## src/rtl/timer_run_controller.sv

```systemverilog
`default_nettype none
// ============================================================================
// Module      : timer_run_controller
// Description : Preset/start/pause/resume sequencer for a 2-digit BCD seconds
//               counter with a self-generated 1 s tick and timed alarm.
// Revision    : 1.0 - initial release
// ============================================================================
module timer_run_controller #(
    parameter int TICK_DIV    = 50_000_000,
    parameter int ALARM_TICKS = 5
) (
    input  logic       clk,
    input  logic       reset,
    input  logic       btn_set,
    input  logic       btn_start,
    input  logic       btn_clear,
    input  logic       direction,
    output logic [3:0] bcd_units,
    output logic [3:0] bcd_tens,
    output logic [1:0] state,
    output logic       running,
    output logic       alarm
);

    localparam int TW = (TICK_DIV > 1) ? $clog2(TICK_DIV) : 1;
    localparam int AW = (ALARM_TICKS > 1) ? $clog2(ALARM_TICKS + 1) : 1;
    localparam logic [TW-1:0] C_TICK_LAST  = TW'(TICK_DIV - 1);
    localparam logic [AW-1:0] C_ALARM_LAST = AW'(ALARM_TICKS - 1);

    typedef enum logic [1:0] {
        S_IDLE  = 2'd0,
        S_RUN   = 2'd1,
        S_PAUSE = 2'd2,
        S_DONE  = 2'd3
    } state_t;

    state_t        r_state,     w_state_nx;
    logic [7:0]    r_preset,    w_preset_nx;    // {tens, units}
    logic [7:0]    r_count,     w_count_nx;     // {tens, units}
    logic [TW-1:0] r_tick_cnt,  w_tick_cnt_nx;
    logic [AW-1:0] r_alarm_cnt, w_alarm_cnt_nx;
    logic          r_dir,       w_dir_nx;
    logic          w_tick;
    logic [7:0]    w_step;
    logic          w_complete;

    function automatic logic [7:0] bcd_inc(input logic [7:0] v);
        logic [7:0] r;
        if (v[3:0] == 4'd9) begin
            r[3:0] = 4'd0;
            r[7:4] = (v[7:4] == 4'd9) ? 4'd0 : v[7:4] + 4'd1;
        end else begin
            r = {v[7:4], v[3:0] + 4'd1};
        end
        return r;
    endfunction

    function automatic logic [7:0] bcd_dec(input logic [7:0] v);
        logic [7:0] r;
        if (v == 8'h00) begin
            r = 8'h00;
        end else if (v[3:0] == 4'd0) begin
            r = {v[7:4] - 4'd1, 4'd9};
        end else begin
            r = {v[7:4], v[3:0] - 4'd1};
        end
        return r;
    endfunction

    assign w_tick     = ((r_state == S_RUN) || (r_state == S_DONE)) && (r_tick_cnt == C_TICK_LAST);
    assign w_step     = r_dir ? bcd_inc(r_count) : bcd_dec(r_count);
    assign w_complete = r_dir ? (w_step == r_preset) : (w_step == 8'h00);

    always_comb begin
        w_state_nx     = r_state;
        w_preset_nx    = r_preset;
        w_count_nx     = r_count;
        w_dir_nx       = r_dir;
        w_alarm_cnt_nx = r_alarm_cnt;
        w_tick_cnt_nx  = r_tick_cnt;
        if ((r_state == S_RUN) || (r_state == S_DONE)) begin
            w_tick_cnt_nx = w_tick ? '0 : r_tick_cnt + 1'b1;
        end

        if (btn_clear) begin
            w_state_nx     = S_IDLE;
            w_count_nx     = 8'h00;
            w_tick_cnt_nx  = '0;
            w_alarm_cnt_nx = '0;
        end else begin
            case (r_state)
                S_IDLE: begin
                    if (btn_start) begin
                        if (r_preset != 8'h00) begin
                            w_state_nx    = S_RUN;
                            w_dir_nx      = direction;
                            w_count_nx    = direction ? 8'h00 : r_preset;
                            w_tick_cnt_nx = '0;
                        end
                    end else if (btn_set) begin
                        w_preset_nx = bcd_inc(r_preset);
                    end
                end
                S_RUN: begin
                    if (w_tick) begin
                        w_count_nx = w_step;
                        if (w_complete) begin
                            w_state_nx     = S_DONE;
                            w_tick_cnt_nx  = '0;
                            w_alarm_cnt_nx = '0;
                        end
                    end
                    // A completing tick outranks a pause request on the same edge
                    if (btn_start && !(w_tick && w_complete)) begin
                        w_state_nx = S_PAUSE;
                    end
                end
                S_PAUSE: begin
                    if (btn_start) begin
                        w_state_nx = S_RUN;
                    end
                end
                S_DONE: begin
                    if ((w_tick && (r_alarm_cnt == C_ALARM_LAST)) || btn_start) begin
                        w_state_nx    = S_IDLE;
                        w_count_nx    = 8'h00;
                        w_tick_cnt_nx = '0;
                    end else if (w_tick) begin
                        w_alarm_cnt_nx = r_alarm_cnt + 1'b1;
                    end
                end
                default: begin
                    w_state_nx = S_IDLE;
                end
            endcase
        end
    end

    always_ff @(posedge clk) begin
        if (reset) begin
            r_state     <= S_IDLE;
            r_preset    <= 8'h00;
            r_count     <= 8'h00;
            r_tick_cnt  <= '0;
            r_alarm_cnt <= '0;
            r_dir       <= 1'b0;
            running     <= 1'b0;
            alarm       <= 1'b0;
            bcd_tens    <= 4'd0;
            bcd_units   <= 4'd0;
        end else begin
            r_state     <= w_state_nx;
            r_preset    <= w_preset_nx;
            r_count     <= w_count_nx;
            r_tick_cnt  <= w_tick_cnt_nx;
            r_alarm_cnt <= w_alarm_cnt_nx;
            r_dir       <= w_dir_nx;
            running     <= (w_state_nx == S_RUN);
            alarm       <= (w_state_nx == S_DONE);
            {bcd_tens, bcd_units} <= (w_state_nx == S_IDLE) ? w_preset_nx : w_count_nx;
        end
    end

    assign state = r_state;

endmodule
`default_nettype wire

```

## config.mk

```make
export PLATFORM = sky130hd
export DESIGN_NAME = timer_run_controller
export DESIGN_NICKNAME = d
export VERILOG_FILES = /design/src/rtl/timer_run_controller.sv
export SDC_FILE = /design/constraint.sdc
export NUM_CORES = 1
export LEC_CHECK = 0
export CELL_PAD_IN_SITES_DETAIL_PLACEMENT = 1
export CELL_PAD_IN_SITES_GLOBAL_PLACEMENT = 1
export CORE_UTILIZATION = 35
export CTS_CLUSTER_SIZE = 8
export DETAILED_ROUTE_END_ITERATION = 8
export PLACE_DENSITY = 0.71
export SYNTH_ARGS = -nofsm -noshare
export SYNTH_HDL_FRONTEND = slang
export SYNTH_SLANG_ARGS = --single-unit
```

## constraint.sdc

```tcl
create_clock -name clk -period 4.42 [get_ports clk]
set_clock_uncertainty 0.15 [all_clocks]
set_input_delay 1.326 -clock clk [delete_from_list [all_inputs] [get_ports clk]]
set_output_delay 1.326 -clock clk [all_outputs]
set_load 0.05 [all_outputs]
```

==> results.cfg, run 1 <==
[status]
status = completed

[worst_setup_path]
path_class = reg -> reg
critical_path_required_ps = 4490
crit_path_end_kind = register
crit_path_max_fanout = 16
start_kind = register
cp.arrival_ps = 3890

[drt]
antenna_left = 0
wl_um = 10700
drc = 0
num_vias = 3528
post_drt_wl_per_cell_um = 17.3
drt_first_pass_iters = 4
vias_per_cell = 5.73
drt_first_iter_violations = 91

[layout]
area_growth_pct = 12.7
antenna_cells = 0
final_area_um2 = 4100
instances_no_fill = 616
final_cell_mix = 58 x dfxtp_1, 57 x nor2_1, 49 x nand2_1
drive_gt1_share_pct = 8.07
layout_commonest_cell = dfxtp_1
num-fill-cells = 1210
final_util_pct = 41.3
fin_nets = 495

[global_route]
grt_max_degree = 20
grt_pass1_vias = 3563
antenna_found_initial = 0
grt_first_pass_wirelength_um = 17900
gr-total-overflow = 0
grtUsageTotal_pct = 20.6

[power]
power_mw = 0.989
power.density_nw_per_um2 = 242
switching_share_pct = 24.0
intPower_mw = 0.752
comb_power_share_pct = 6.1
p_seq_share_pct = 53.4
clock_power_share_pct = 40.5
p_leak_nw = 1.36
p_sw_mw = 0.237
vdd_ir_drop_max_uv = 137

[sta]
worstMarginPinSlew_ps = 816
setup_violations = 0
max_slew_margin_pct = 45.6
finalHoldViolations = 0
rsz0062_at_grt = no
fin_crit_ps = 3810
drv_slew = 0
final.setup.tns_ps = 0
period_share_pct = 86.3
whs_ps = 343
max_freq_mhz = 262
setup_slack_ps = 605

[logic_synthesis]
ys.flop_type = dfxtp_1
synth_area_um2 = 3630
synth_edf_count = 0
syn_avg_cell_area_um2 = 7.77
ys_seq_area_share_pct = 31.9
syn-instance-count = 468
synthesis.nets = 481
synthArstFlopShare_pct = 0
yosysUniqueCellTypes = 69
ys_warn_count = 0
ys_ff_latch = 58

[floorplan]
dieArea_um2 = 10800
start_util_pct = 36.7
io_pins = 18
die-height_um = 104
die_w_um = 104
core_region_area_um2 = 9910
rows = 36

[placement]
gp_congestion = 0.842
placed_cell_area_um2 = 3950
hpwl_um = 7960
placed_cells = 604
place_ws_ps = 370
io_buffers = 17

[clock_tree]
cts_buffers = 9
cts_max_level = 3
cts_max_path_buffers = 2
cts_setup_buffers = 0
ctsResizeCount = 0
clock-sinks = 58
cts_tree = built
hold_buffers = 0
root_buffer = clkbuf_8
worstSkewPairLatency_ps = 330
clkSlewWorstSetupHoldPaths_ps = 70

[worst_hold_path]
hp-class = reg -> reg

[run]
max_cap_viol_count = 0
-- critical path: stages (launching register included) --
cell and delay [ps]:
dfxtp_1 520, inv_1 160, ha_1 260, o21ai_0 280, nor3_1 100, a211oi_1 370, nor4b_1 110, a211oi_1 340
o41ai_4 190, a21oi_2 660, o21ai_0 240, a211o_1 310
-- cells by family (layout without fill, tap and decap cells) --
kind of cell	Yosys count	count (layout)	share of synthesized area [%]
AOI/OAI and AO/OA	115	115	22.1
xor gates and xnor gates	30	30	7.23
adders and majority gates	7	7	2.41
buffers and inverters	42	57	4.65
DFF	58	58	31.9
muxes	4	4	1.14
and+or+nand+nor	212	212	30.6
-- flip-flops by register name, indices dropped and copies added (netlist names) --
register     count
r_tick_cnt      26
r_count          8
r_preset         8
bcd_tens         4
bcd_units        4
r_alarm_cnt      3
state            2
alarm            1
r_dir            1
running          1
-- power groups by stage --
stage	Sequential (mW)	Clock, mW	Combinational (mW)
floorplan	0.542	0	0.0343
global placement	0.539	0	0.0596
detailed placement	0.539	0	0.0602
CTS	0.528	0.415	0.0606
global route	0.528	0.442	0.0657
finish	0.528	0.401	0.0608
-- worst paths after layout --
path / from / end / slack [ps] / cells past startpoint
max reg2reg: r_count[5] / bcd_tens[3] / 610 / 11
min: r_alarm_cnt[1] / r_alarm_cnt[1] / 340 / 2
min reg2reg: r_alarm_cnt[1] / r_alarm_cnt[1] / 340 / 2
max: r_count[5] / bcd_tens[3] / 610 / 11
-- cell usage after synthesis (all sizes together) (4+ instances only) --
| cell | n | area, um2 |
|---|---|---|
| inv | 17 | 63.8 |
| or3 | 6 | 37.5 |
| a21oi | 28 | 144 |
| nand2b | 6 | 37.5 |
| xor2 | 16 | 140 |
| o211ai | 8 | 60.1 |
| ha | 7 | 87.6 |
| o21a | 10 | 75.1 |
| and2 | 7 | 43.8 |
| nor2 | 57 | 214 |
| and3 | 5 | 31.3 |
| nand2 | 49 | 184 |
| nand3 | 20 | 100 |
| clkbuf | 14 | 52.6 |
| dfxtp | 58 | 1160 |
| xnor2 | 14 | 123 |
| or2 | 5 | 33.8 |
| nor3 | 13 | 75.1 |
| buf | 11 | 52.6 |
| a22oi | 6 | 45.0 |
| nand4 | 7 | 43.8 |
| or4 | 4 | 30.0 |
| a21o | 4 | 30.0 |
| o21ai | 23 | 115 |
| a31oi | 6 | 37.5 |
| nor4 | 12 | 87.6 |
-- area by class of cell --
cell class / instances / area [um2] / area share (%)
tap: 133 / 166 / 4.06
clock inverter: 1 / 5.00 / 0.122
inverter: 17 / 63.8 / 1.56
multi-input combinational: 368 / 2300 / 56.3
timing repair buffer: 28 / 253 / 6.17
sequential: 58 / 1160 / 28.4
clock buffer: 11 / 141 / 3.45
-- metal layers --
metal	global-route usage, %	share of wire, %	vias up
li1	-	-	1711
met1	23.2	43	1730
met2	37.5	51	60
met3	5.08	3.3	27
met4	7.24	2.7	0
met5	0	0	-
No activity file was read; power rests on OpenSTA's default activity.
==> run 2: changes to the inputs <==
CTS_BUF_LIST = sky130_fd_sc_hd__clkbuf_4 sky130_fd_sc_hd__clkbuf_8   (was not set)
SKIP_LAST_GASP = 1   (was not set)
clock period = 4.1 ns   (was 4.42 ns; I/O delays follow)
==> results.cfg, run 2 (synthesis gave the netlist of run 1 again) <==
[floorplan]
rows = 36
die_w_um = 104
die-height_um = 104
start_util_pct = 36.7
io_pins = 18
core_region_area_um2 = 9910
dieArea_um2 = 10800

[sta]
drv_slew = 0
max_slew_margin_pct = 36.5
worstMarginPinSlew_ps = 942
rsz0062_at_grt = no
period_share_pct = 86.2
max_freq_mhz = 283
fin_crit_ps = 3530
final.setup.tns_ps = 0
finalHoldViolations = 0
setup_violations = 0

[drt]
wl_um = 10900
num_vias = 3530
drc = 0
drt_first_pass_iters = 4
antenna_left = 0
post_drt_wl_per_cell_um = 17.4
drt_first_iter_violations = 153
vias_per_cell = 5.63

[power]
vdd_ir_drop_max_uv = 179
power.density_nw_per_um2 = 281
p_leak_nw = 1.43

[global_route]
grt_pass1_vias = 3596
grt_first_pass_wirelength_um = 18400
grtUsageTotal_pct = 21.2
grt_max_degree = 25
gr-total-overflow = 0
antenna_found_initial = 0

[worst_setup_path]
crit_path_end_kind = register
crit_path_max_fanout = 12
cp.arrival_ps = 3610
critical_path_required_ps = 4180
start_kind = register
cp_common_cell = a211oi_1
path_class = reg -> reg
path_cells = inv_1 > ha_1 > nor4_2 > a211oi_1 > a21o_1 > a211oi_1 > o41ai_4 > a21oi_2 > o21ai_0 > a211o_1
cp_slowest_cell = a21oi_2
critical-path-top-delay-family = compound AO/OA/AOI/OAI gates
worstPathBufferInverterCount = 1
cpPeakStageDelay_ps = 490

[layout]
antenna_cells = 0
area_growth_pct = 16.0
largestRegisters = r_tick_cnt x26, r_count x8, r_preset x8
multi_input_area_um2 = 2300
fin_nets = 503
num-fill-cells = 1256
seqCellArea_um2 = 1160
final_area_um2 = 4220
layout_commonest_cell = dfxtp_1
largest-register = r_tick_cnt
drive_gt1_share_pct = 10.3
final_cell_mix = 58 x dfxtp_1, 57 x nor2_1, 49 x nand2_1
largest_register_ffs = 26

[clock_tree]
cts_max_path_buffers = 2
clkSlewWorstSetupHoldPaths_ps = 70
clock-sinks = 58
cts_buffers = 9
root_buffer = clkbuf_8
ctsResizeCount = 0
cts_tree = built
hold_buffers = 0
cts_max_level = 3
worstSkewPairLatency_ps = 340
cts_setup_buffers = 0

[placement]
io_buffers = 17
gp_congestion = 0.822
hpwl_um = 8390
placed_cell_area_um2 = 4010

[status]
status = completed

[run]
max_cap_viol_count = 0

[worst_hold_path]
hp-class = reg -> reg
run 2: changes by cell type in the layout (fill, tap and decap cells not counted), sizes merged:
cell / delta
bufinv: +1
buf: +8
clkbuf: +2
run 2: where the power goes:
part	switching, mW	leakage, nW	internal (mW)	total, mW
Clock	0.217	0.109	0.333	0.550
Sequential	0.00304	0.467	0.566	0.569
Combinational	0.0423	0.859	0.0245	0.0669
run 2: layer usage:
metal	wire length (um)	vias up	global-route usage [%]
li1	-	1732	-
met1	4640	1718	23.8
met2	5570	58	38.3
met3	431	22	6.27
met4	284	0	6.43
met5	0	-	0
run 2: worst paths after layout:
| path | startpoint | to | slack (ps) | cells past startpoint |
|---|---|---|---|---|
| setup / recovery | r_count[4] | bcd_tens[3] | 570 | 10 |
| hold / removal | r_alarm_cnt[0] | r_alarm_cnt[0] | 350 | 1 |
| setup reg to reg | r_count[4] | bcd_tens[3] | 570 | 10 |
| hold reg to reg | r_alarm_cnt[0] | r_alarm_cnt[0] | 350 | 1 |
run 2: stage by stage:
stage	total power [mW]	std cells	hold slack (ps)	util, %	setup slack (ps)
after global routing	1.23	627	375	42.6	352
after global placement	0.646	612	330	40.5	408
after CTS	1.20	627	339	42.6	573
after detailed placement	0.648	612	330	40.5	381
final	1.19	627	352	42.6	566
after floorplan	0.621	468	299	-	717
run 2: layout make-up:
class	instances	share of cell area (%)
sequential	58	27.5
timing repair buffer	36	7.42
multi-input combinational	368	54.7
clock buffer	13	4.09
clock inverter	2	0.831
inverter	17	1.51
tap	133	3.95
==> run 3: changes to the inputs <==
==> constraint.sdc (replaced) <==
create_clock -name clk -period 3.7 [get_ports clk]
set_clock_uncertainty 0.15 [all_clocks]
set_input_delay 1.11 -clock clk [delete_from_list [all_inputs] [get_ports clk]]
set_output_delay 1.11 -clock clk [all_outputs]
set_load 0.02 [all_outputs]
==> results.cfg, run 3 (synthesis gave the netlist of run 1 again) <==
[layout]
instances_no_fill = 634
layout_commonest_cell = dfxtp_1
drive_gt1_share_pct = 11.6
seqCellArea_um2 = 1160
antenna_cells = 0
multi_input_area_um2 = 2300
largest_register_ffs = 26
num-fill-cells = 1227
largest-register = r_tick_cnt
area_growth_pct = 16.4
fin_nets = 509
final_util_pct = 42.7
largestRegisters = r_tick_cnt x26, r_count x8, r_preset x8
final_cell_mix = 58 x dfxtp_1, 57 x nor2_1, 49 x nand2_1

[global_route]
grt_pass1_vias = 3681
grt_first_pass_wirelength_um = 18300
grt_max_degree = 25
gr-total-overflow = 0
grtUsageTotal_pct = 21.0
antenna_found_initial = 0

[worst_setup_path]
crit_path_max_fanout = 12
start_kind = register
path_class = reg -> reg
crit_path_end_kind = register
critical_path_required_ps = 3780
cpPeakStageDelay_ps = 520
cp_slowest_cell = nor4_2
path_cells = buf_4 > nor4_2 > xnor2_1 > o22ai_2 > a21o_1 > a211oi_1 > o41ai_4 > a21oi_2 > o21ai_0 > a211o_1
cp.arrival_ps = 3600

[drt]
drt_first_pass_iters = 4
vias_per_cell = 5.64
drc = 0
post_drt_wl_per_cell_um = 17.1
antenna_left = 0
drt_first_iter_violations = 137
wl_um = 10800
num_vias = 3577

[worst_hold_path]
hp-class = reg -> reg

[floorplan]
start_util_pct = 36.7
io_pins = 18
die-height_um = 104
dieArea_um2 = 10800
core_region_area_um2 = 9910
die_w_um = 104
rows = 36

[sta]
rsz0062_at_grt = yes
drv_slew = 0
max_slew_margin_pct = 58.5
setup_violations = 0
period_share_pct = 95.0
fin_crit_ps = 3520
worstMarginPinSlew_ps = 617
finalHoldViolations = 0
max_freq_mhz = 284

[power]
vdd_ir_drop_max_uv = 188
p_leak_nw = 1.44
power.density_nw_per_um2 = 288

[placement]
hpwl_um = 8270
gp_congestion = 0.826
io_buffers = 17
placed_cells = 618

[clock_tree]
cts_max_path_buffers = 2
clkSlewWorstSetupHoldPaths_ps = 70
cts_setup_buffers = 0
cts_tree = built
clock-sinks = 58
cts_buffers = 9
root_buffer = clkbuf_8
cts_max_level = 3
worstSkewPairLatency_ps = 350

[run]
max_cap_viol_count = 0

[status]
status = completed
[run 3: cell count changes in the layout (fill, tap and decap cells not counted)]
cell / change
clkbuf_8: -3
buf_4: +6
bufinv_16: -1
clkinv_4: +3
clkinv_2: +1
clkinvlp_4: +1
[run 3: worst max-delay path, delay by kind of cell (launching register included)]
kind	cells	cell delay [ps]
flops	1	390
simple gates	1	520
xor+xnor	1	200
compound gates	7	1930
buf+inv	1	200
[run 3: what timing repair did]
| item | in CTS | in global routing |
|---|---|---|
| gates resized for setup | 0 | 0 |
| setup endpoints to repair | 0 | 2 |
| hold buffers | 0 | 0 |
[run 3: report_power, final]
group          internal, mW  switching [mW]
registers             0.627         0.00309
logic                0.0285          0.0440
clock network         0.251           0.267
[run 3: final cells by class]
class	instances	share of cell area, %
multi-input combinational	368	54.5
sequential	58	27.5
timing repair buffer	42	8.46
tap	133	3.93
clock buffer	10	3.11
inverter	17	1.51
clock inverter	6	1.04
[run 3: final timing paths]
path / from / to / slack, ps / cells after the start
worst min-delay path: r_alarm_cnt[0] / r_alarm_cnt[0] / 340 / 1
worst max-delay path: r_count[0] / bcd_tens[3] / 180 / 10
worst min register to register: r_alarm_cnt[0] / r_alarm_cnt[0] / 340 / 1
worst max register to register: r_count[0] / bcd_tens[3] / 180 / 10
[run 3: layer usage]
metal  vias up  global-route usage [%]  wire, um
met1      1728                    24.4      4700
li1       1748                       -         -
met2        72                    36.8      5360
met3        29                    4.89       410
met5         -                       0         0
met4         0                    9.29       354
[run 3: per-stage QoR]
| stage | hold WS, ps | area [um2] | setup TNS, ps | setup WS (ps) | power (mW) |
|---|---|---|---|---|---|
| after CTS | 347 | 4230 | 0 | 171 | 1.24 |
| final | 340 | 4230 | 0 | 184 | 1.22 |
| after global routing | 390 | 4230 | -53.2 | -50.6 | 1.27 |
| after detailed placement | 329 | 4050 | 0 | 143 | 0.716 |
| after global placement | 313 | 4050 | 0 | 253 | 0.716 |
| after floorplan | 299 | 3630 | 0 | 437 | 0.685 |
